==> src/rtl/intersection_traffic_model_pkg.sv <==
// Shared types, default parameters and the per-lane colour transition rule for the
// intersection traffic model (vehicles side of the sensor/light interface).
package intersection_traffic_model_pkg;

    typedef enum logic [1:0] {
        RED    = 2'd0,
        YELLOW = 2'd1,
        GREEN  = 2'd2
    } color_e;

    // Lane identities. On the packed vectors (arrive/depart) the bit index is 2 - lane.
    typedef enum logic [1:0] {
        EW_LEFT = 2'd0,
        EW_STR  = 2'd1,
        NS      = 2'd2
    } lane_e;

    localparam int          N_LANES        = 3;
    localparam int          QMAX_DEF       = 15;
    localparam int          DEPART_GAP_DEF = 2;
    localparam int          MAX_WAIT_DEF   = 64;
    localparam logic [1:0]  LIGHT_ILLEGAL  = 2'b11;

    // A lane may hold its colour or advance red->green->yellow->red.
    function automatic logic legal_transition(color_e prev, color_e cur);
        logic ok;
        ok = (prev == cur);
        case (prev)
            RED:     ok = ok | (cur == GREEN);
            GREEN:   ok = ok | (cur == YELLOW);
            YELLOW:  ok = ok | (cur == RED);
            default: ok = 1'b0;
        endcase
        return ok;
    endfunction

endpackage

==> src/rtl/intersection_traffic_model_lane_queue.sv <==
// One lane of vehicles: saturating queue, departure spacing timer, red-light wait
// counter with starvation flag, and per-lane colour sequence check.
// Optional SERVED_COUNT_EN adds a wrapping 16-bit departure counter.
module intersection_traffic_model_lane_queue
    import intersection_traffic_model_pkg::*;
#(
    parameter int QMAX       = QMAX_DEF,
    parameter int DEPART_GAP = DEPART_GAP_DEF,
    parameter int MAX_WAIT   = MAX_WAIT_DEF,
    parameter int QW         = $clog2(QMAX + 1)
) (
    input  logic          clk,
    input  logic          reset,
    input  logic          arrive_i,
    input  logic [1:0]    light_i,
    output logic          depart_o,
    output logic [QW-1:0] q_o,
    output logic          sensor_o,
    output logic          err_sequence_o,
    output logic          err_overflow_o,
    output logic          err_starve_o
`ifdef SERVED_COUNT_EN
    , output logic [15:0] served_o
`endif
);

    // Timer only needs to hold DEPART_GAP-1; keep at least one bit for DEPART_GAP==1.
    localparam int TW = (DEPART_GAP > 1) ? $clog2(DEPART_GAP) : 1;
    localparam int WW = $clog2(MAX_WAIT + 1);

    localparam logic [QW-1:0] Q_FULL     = QW'(QMAX);
    localparam logic [TW-1:0] GAP_RELOAD = TW'(DEPART_GAP - 1);
    localparam logic [WW-1:0] WAIT_LIMIT = WW'(MAX_WAIT);

    logic [QW-1:0] q_q, q_d;
    logic [TW-1:0] timer_q, timer_d;
    logic [WW-1:0] wait_q, wait_d;
    color_e        prev_q, prev_d;
    logic          depart_q, depart_d;
    logic          err_seq_q, err_seq_d;
    logic          err_ovf_q, err_ovf_d;
    logic          err_starve_q, err_starve_d;
    logic          go;

    // Next-state for queue, timer, wait counter, colour history and sticky errors.
    always_comb begin
        go           = (light_i == GREEN) && (q_q != '0) && (timer_q == '0);
        depart_d     = go;
        q_d          = q_q;
        timer_d      = '0;
        wait_d       = '0;
        prev_d       = prev_q;
        err_seq_d    = err_seq_q;
        err_ovf_d    = err_ovf_q;
        err_starve_d = err_starve_q;

        // Arrival and departure in the same cycle cancel out.
        if (arrive_i && !go) begin
            if (q_q == Q_FULL) begin
                err_ovf_d = 1'b1;
            end else begin
                q_d = q_q + 1'b1;
            end
        end else if (go && !arrive_i) begin
            q_d = q_q - 1'b1;
        end

        // Spacing timer only runs on green, so the first green edge can depart at once.
        if (light_i == GREEN) begin
            if (go) begin
                timer_d = GAP_RELOAD;
            end else if (timer_q != '0) begin
                timer_d = timer_q - 1'b1;
            end
        end

        // Occupied lane held at red: count, saturate, flag when the limit is reached.
        if ((light_i == RED) && (q_q != '0)) begin
            wait_d = (wait_q == WAIT_LIMIT) ? wait_q : wait_q + 1'b1;
            if (wait_d == WAIT_LIMIT) begin
                err_starve_d = 1'b1;
            end
        end

        // An illegal encoding is left to the encoding check and does not disturb history.
        if (light_i != LIGHT_ILLEGAL) begin
            prev_d = color_e'(light_i);
            if (!legal_transition(prev_q, color_e'(light_i))) begin
                err_seq_d = 1'b1;
            end
        end
    end

    // Lane state registers with synchronous reset.
    always_ff @(posedge clk) begin
        if (reset) begin
            q_q          <= '0;
            timer_q      <= '0;
            wait_q       <= '0;
            prev_q       <= RED;
            depart_q     <= 1'b0;
            err_seq_q    <= 1'b0;
            err_ovf_q    <= 1'b0;
            err_starve_q <= 1'b0;
        end else begin
            q_q          <= q_d;
            timer_q      <= timer_d;
            wait_q       <= wait_d;
            prev_q       <= prev_d;
            depart_q     <= depart_d;
            err_seq_q    <= err_seq_d;
            err_ovf_q    <= err_ovf_d;
            err_starve_q <= err_starve_d;
        end
    end

`ifdef SERVED_COUNT_EN
    logic [15:0] served_q;

    // Departure tally, wrapping naturally at 2^16.
    always_ff @(posedge clk) begin
        if (reset) begin
            served_q <= '0;
        end else begin
            served_q <= served_q + {15'd0, go};
        end
    end

    assign served_o = served_q;
`endif

    assign depart_o       = depart_q;
    assign q_o            = q_q;
    assign sensor_o       = (q_q != '0);
    assign err_sequence_o = err_seq_q;
    assign err_overflow_o = err_ovf_q;
    assign err_starve_o   = err_starve_q;

endmodule

==> config.mk <==
export PLATFORM = sky130hd
export DESIGN_NAME = intersection_traffic_model_lane_queue
export DESIGN_NICKNAME = d
export VERILOG_FILES = /design/src/rtl/intersection_traffic_model_pkg.sv /design/src/rtl/intersection_traffic_model_lane_queue.sv
export SDC_FILE = /design/constraint.sdc
export NUM_CORES = 1
export LEC_CHECK = 0
export ABC_AREA = 1
export CELL_PAD_IN_SITES_DETAIL_PLACEMENT = 1
export CELL_PAD_IN_SITES_GLOBAL_PLACEMENT = 1
export CORE_ASPECT_RATIO = 1.25
export CORE_MARGIN = 10
export CORE_UTILIZATION = 43
export DETAILED_ROUTE_END_ITERATION = 8
export DONT_BUFFER_PORTS = 1
export MAX_ROUTING_LAYER = met4
export PLACE_DENSITY_LB_ADDON = 0.3
export SYNTH_ARGS = -nofsm -noshare
export SYNTH_HDL_FRONTEND = slang
export SYNTH_SLANG_ARGS = --single-unit
==> constraint.sdc <==
create_clock -name clk -period 2.5 [get_ports clk]
set_clock_uncertainty 0.15 [all_clocks]
set_input_delay 0.125 -clock clk [delete_from_list [all_inputs] [get_ports clk]]
set_output_delay 0.125 -clock clk [all_outputs]
set_load 0.01 [all_outputs]
==> results of run 1 <==
==> power breakdown <==
| part | leakage, nW | total, mW | internal [mW] | switching, mW |
|---|---|---|---|---|
| logic | 0.323 | 0.163 | 0.0593 | 0.104 |
| registers | 0.147 | 0.335 | 0.306 | 0.0292 |
| clock network | 0.0210 | 0.177 | 0.0886 | 0.0883 |
==> Yosys cell counts, drive strengths merged <==
library cell  number  area share (%)
inv               20             7.4
o21a               1            0.74
o22ai              1            0.62
a21oi              6             3.0
ha                 7             8.7
nor2              31              13
a211oi             1            0.74
o21bai             1            0.74
dfxtp             18              36
nor3               1            0.50
nand3              9             5.0
o21ai              5             2.5
nand2             31              14
clkbuf             1            0.37
nand4              3             1.9
xor2               4             3.5
fa                 1             2.0
nand3b             1            0.74
==> per-layer routing <==
| metal | vias to the layer above | GRT usage (%) | wire, µm |
|---|---|---|---|
| li1 | 465 | - | - |
| met1 | 431 | 12.5 | 1070 |
| met2 | 20 | 19.0 | 1180 |
| met3 | 6 | 2.70 | 105 |
| met4 | 0 | 6.57 | 55 |
| met5 | - | - | 0 |
==> kinds of logic (layout without fill, tap and decap cells) <==
kind of cell / count (synthesis) / in the layout
DFF: 18 / 18
buffers and inverters: 21 / 29
and+or+nand+nor: 76 / 76
adders and majority gates: 8 / 8
xor gates and xnor gates: 4 / 4
AOI/OAI and AO/OA: 15 / 15
==> area by class of cell <==
cell class | instances | area [µm²] | share of cell area [%]
sequential | 18 | 362 | 32.0
timing repair buffer | 5 | 47.5 | 4.21
clock buffer | 4 | 36.3 | 3.21
multi-input combinational | 103 | 571 | 50.5
tap | 31 | 38.8 | 3.43
inverter | 20 | 75.1 | 6.64
==> worst min-delay path, delay by kind of cell <==
| family | cells | cell delay (ns) |
|---|---|---|
| simple gates | 4 | 0.31 |
==> timing repair <==
item | CTS | global route
hold buffers | 4 | 0
endpoints found under the hold margin | 11 | 0
resized for setup | 0 | 1
endpoints found under the setup margin | 0 | 1
==> path summary, 6_finish.rpt <==
check	start	end	slack [ns]
hold reg to reg	err_starve_o	err_starve_o	0.36
setup reg to reg	q_o[3]	q_o[3]	0.22
setup / recovery	q_o[3]	q_o[3]	0.22
hold / removal	arrive_i	q_o[3]	0.02
==> registers in the layout, summed over array words and instances, names as in the netlist <==
| signal | cells |
|---|---|
| prev_q | 2 |
| err_overflow_o | 1 |
| q_o | 4 |
| err_starve_o | 1 |
| err_sequence_o | 1 |
| timer_q | 1 |
| depart_o | 1 |
| wait_q | 7 |
==> impl_metrics.csv, run 1 <==
group,metric,value,unit
timing,rsz0062_at_grt,"false",
final_layout,instances_no_fill,181,
worst_hold_path,min_path_type,"in2reg",
clocking,root_buffer,"clkbuf_4",
clocking,cts_setup_buffers,0,
clocking,cts_max_path_buffers,2,
die,boundaryPins,14,
die,die_w,63.3,µm
critical_path,crit_chain,"nor2_1 > nand2_2 > nand2_4 > nand2_2 > ha_1 > nand2_1 > nand2_1 > nor2_1 > nand3_1 > nand2_1 > nor2_2 > nor2_1 > nor2_1",
power_and_ir_drop,peakVddDrop,0.440,mV
critical_path,critical_path_arrival,2.32,ns
clocking,htree_levels,1,
synth,synth_seq_cells,18,
critical_path,startpoint_type,"register",
final_layout,fillCellCount,300,
route,drtPass1Iterations,4,
synth,synthSimpleGateAreaFrac,34.1,%
die,die-area,4700,µm²
die,core_area,2210,µm²
synth,synthAdderAreaFrac,10.7,%
synth,synthCells,142,
synth,synth_area,1010,µm²
final_layout,final_core_util,51.1,%
timing,hold_viol_final,0,
final_layout,nets,164,
critical_path,rr_worst_depth,13,
synth,avgSynthCellArea,7.11,µm²
timing,timing.fmax,439,MHz
global_routing,grt_start_max_net_pins,11,
final_layout,layout_common_cells,"nor2_1 (29), nand2_1 (25), inv_1 (18)",
synth,yosysSeqAreaShare,35.7,%
timing,setup_slack,0.223,ns
die,initial_utilization,45.7,%
timing,maxSlewViolCount,0,
timing,period_share,91.1,%
clocking,cts.sinks,18,
final_layout,drive_above_1_share,11.3,%
placement,pre_cts_ws,0.210,ns
synth,synth-xor-area-share,3.47,%
placement,portBuffers,0,
route,via_per_inst,5.09,
placement,dp_cells,173,
global_routing,grt_pass1_wl,4.28,mm
synth,synth_nets,155,
clocking,numCtsBuffers,3,
synth,synth_top_family_by_area,"simple AND/OR/NAND/NOR gates",
timing,slew_headroom,78.2,%
critical_path,endpoint_kind,"register",
worst_hold_path,hold_depth,4,
global_routing,grtUsageTotal,11.5,%
route,ant_nets,0,
power_and_ir_drop,p_leak,0.491,nW
global_routing,grt_pass1_vias,996,
clocking,cts_tree,"yes",
synth,synth_mux_area_share,0,%
global_routing,antenna_found_initial,0,
route,route.detailed.drc,0,
run,maxCapViolCount,0,
timing,finalSetupViolCount,0,
critical_path,path_depth,13,
final_layout,synthToLayoutAreaGrowth,11.9,%
critical_path,required,2.55,ns
placement,dp_hpwl,1.85,mm
critical_path,crit_buf_inv,0,
run_status,status,"finished clean",
timing,period_needed,2.28,ns
timing,tightest_slew,0.326,ns
power_and_ir_drop,finalPower,0.675,mW
timing,finalSetupTns,0,ns
synth,synth_compound_area_share,8.30,%
timing,whs,0.0156,ns
critical_path,crit_family,"simple AND/OR/NAND/NOR gates",
clocking,clk_latency,0.29,ns
final_layout,final_area,1130,µm²
critical_path,cpPeakStageDelay,0.41,ns
clocking,clk_pin_slew,0.11,ns
global_routing,grt.overflow.total,0,
final_layout,final_common_cell,"nor2_1",
critical_path,crit_fanout,5,
route,wl_per_cell,13.3,µm
route,num_vias,922,
placement,gp_congestion,0.798,
critical_path,cp_slowest_cell,"dfxtp_1",
placement,dpl_cell_area,1050,µm²
die,dieHeight,74.2,µm
die,rows,19,
critical_path,crit_type,"reg2reg",
route,drt_wl_total,2.41,mm
final_layout,diodes,0,
synth,synth_cell_type_count,25,
power_and_ir_drop,pwr_density_cell,598,nW/µm²
critical_path,cpMostUsedCell,"nor2_1",
route,drt-initial-drc-count,16,
synth,yosys_warnings,0,
Note: power is estimated with default switching activity, not from simulation.
==> run 2: changes to the inputs <==
CORE_UTILIZATION = 46   (was 43)
CTS_BUF_LIST = sky130_fd_sc_hd__clkbuf_4 sky130_fd_sc_hd__clkbuf_8   (was not set)
==> run 2 against run 1 <==
Compared with the run above:
- via count rose by 1.5%
- worst setup slack got worse by 0.0065 ns
- core utilization rose by 4.9 points
- maximum frequency is 0.28% lower
- combinational power increased by 10%
- die area decreased by 4.6%
- total power up 3.7%
- count of clock-buffer cells in the layout is the same
- global-route usage is 2.4 points higher
- routed wire length grew 16%
- largest power group unchanged
- highest routed layer unchanged
==> impl_metrics.csv, run 2 (synthesized netlist as in run 1, its figures left out) <==
group,metric,value,unit
critical_path,crit_chain,"nor2_2 > nand2_2 > nand2_4 > nand2_2 > ha_1 > nand2_1 > nand2_1 > nor2_1 > inv_1 > nand2_2 > nand2_1 > nor2_2 > nor2_1 > nor2_1",
route,drtPass1Iterations,4,
placement,dp_hpwl,1.99,mm
run_status,status,"finished clean",
critical_path,rr_worst_depth,14,
timing,timing.fmax,438,MHz
final_layout,final_common_cell,"nor2_1",
power_and_ir_drop,p_leak,0.500,nW
die,boundaryPins,14,
clocking,cts_tree,"yes",
die,initial_utilization,49.8,%
clocking,htree_levels,1,
timing,finalSetupTns,0,ns
placement,gp_congestion,0.832,
final_layout,layout_common_cells,"nor2_1 (28), nand2_1 (25), inv_1 (18), dfxtp_1 (18), nand3_1 (8)",
route,route.detailed.drc,0,
global_routing,grt_pass1_wl,4.66,mm
timing,period_share,91.3,%
critical_path,cp_slowest_cell,"dfxtp_1",
global_routing,grt_start_max_net_pins,11,
route,drt_wl_total,2.79,mm
die,die_w,61.9,µm
critical_path,cpPeakStageDelay,0.42,ns
final_layout,seq_area,360,µm²
route,drt-initial-drc-count,22,
route,m1WireLength,1.12,mm
clocking,clk_pin_slew,0.11,ns
route,wl_met2,1.45,mm
clocking,clk_latency,0.31,ns
final_layout,instances_no_fill,172,
final_layout,synthToLayoutAreaGrowth,12.4,%
timing,maxSlewViolCount,0,
clocking,root_buffer,"clkbuf_4",
final_layout,diodes,0,
power_and_ir_drop,peakVddDrop,0.441,mV
critical_path,crit_buf_inv,1,
critical_path,crit_fanout,5,
clocking,cts_max_path_buffers,2,
die,dieHeight,72.4,µm
run,maxCapViolCount,0,
clocking,numCtsBuffers,3,
route,via_per_inst,5.44,
placement,portBuffers,0,
critical_path,endpoint_kind,"register",
final_layout,nets,166,
critical_path,required,2.61,ns
die,core_area,2030,µm²
clocking,cts.sinks,18,
worst_hold_path,min_path_type,"in2reg",
die,rows,18,
critical_path,path_depth,14,
timing,hold_viol_final,0,
route,routed.top_layer,"met4",
die,die-area,4480,µm²
final_layout,drive_above_1_share,11.8,%
placement,dp_cells,163,
placement,pre_cts_ws,0.283,ns
critical_path,crit_type,"reg2reg",
final_layout,largest_register_ffs,7,
global_routing,grt_pass1_vias,999,
timing,period_needed,2.28,ns
critical_path,crit_family,"simple AND/OR/NAND/NOR gates",
final_layout,multiInputGateArea,573,µm²
global_routing,grtUsageTotal,13.9,%
final_layout,top_register,"wait_q",
timing,finalSetupViolCount,0,
global_routing,antenna_found_initial,0,
critical_path,critical_path_arrival,2.39,ns
route,num_vias,936,
timing,rsz0062_at_grt,"false",
route,met3WireLength,151,µm
route,wl_per_cell,16.2,µm
clocking,cts_setup_buffers,0,
global_routing,grt.overflow.total,0,
timing,setup_slack,0.217,ns
final_layout,fillCellCount,265,
power_and_ir_drop,pwr_density_cell,617,nW/µm²
timing,slew_headroom,76.4,%
worst_hold_path,hold_depth,4,
critical_path,startpoint_type,"register",
route,ant_nets,0,
timing,tightest_slew,0.353,ns
run 2: area by class of cell:
type,count,area share (%)
multi-input combinational,103,50.5
timing repair buffer,7,5.73
clock buffer,4,3.20
inverter,20,6.62
tap,20,2.21
sequential,18,31.8
run 2: repair_timing:
item,CTS,global route
hold buffers,5,0
setup endpoints to repair,0,1
endpoints found under the hold margin,11,0
resized for setup,0,1
run 2: worst min-delay path: cells and delay by family:
kind	cells	cell delay, ns
and+or+nand+nor	4	0.31
run 2: routing by layer:
metal  vias to the layer above  GRT usage, %
met3                         7          3.83
met2                        19          23.2
met5                         -             -
met1                       437          15.0
met4                         0          5.47
li1                        473             -
run 2: worst paths after layout:
| check | startpoint | to | slack (ns) |
|---|---|---|---|
| setup reg to reg | q_o[3] | q_o[3] | 0.22 |
| hold / removal | arrive_i | q_o[3] | 0.007 |
| hold reg to reg | err_starve_o | err_starve_o | 0.38 |
| setup / recovery | q_o[3] | q_o[3] | 0.22 |
run 2: power breakdown:
part	internal, mW	total [mW]	switching (mW)	leakage [nW]
sequential	0.305	0.331	0.0258	0.147
combinational	0.0660	0.180	0.114	0.332
clock	0.0890	0.189	0.0997	0.0210
total	0.460	0.700	0.240	0.500
run 2: stage by stage:
step                      utilization (%)  area (µm²)  hold slack [ns]  power, mW
after floorplan                         -        1010           0.0730      0.454
after global placement               51.6        1050           0.0462      0.490
after detailed placement             51.6        1050           0.0487      0.501
after CTS                            55.9        1130          0.00803      0.697
after global routing                 56.0        1130           0.0261      0.742
final                                56.0        1130          0.00660      0.700
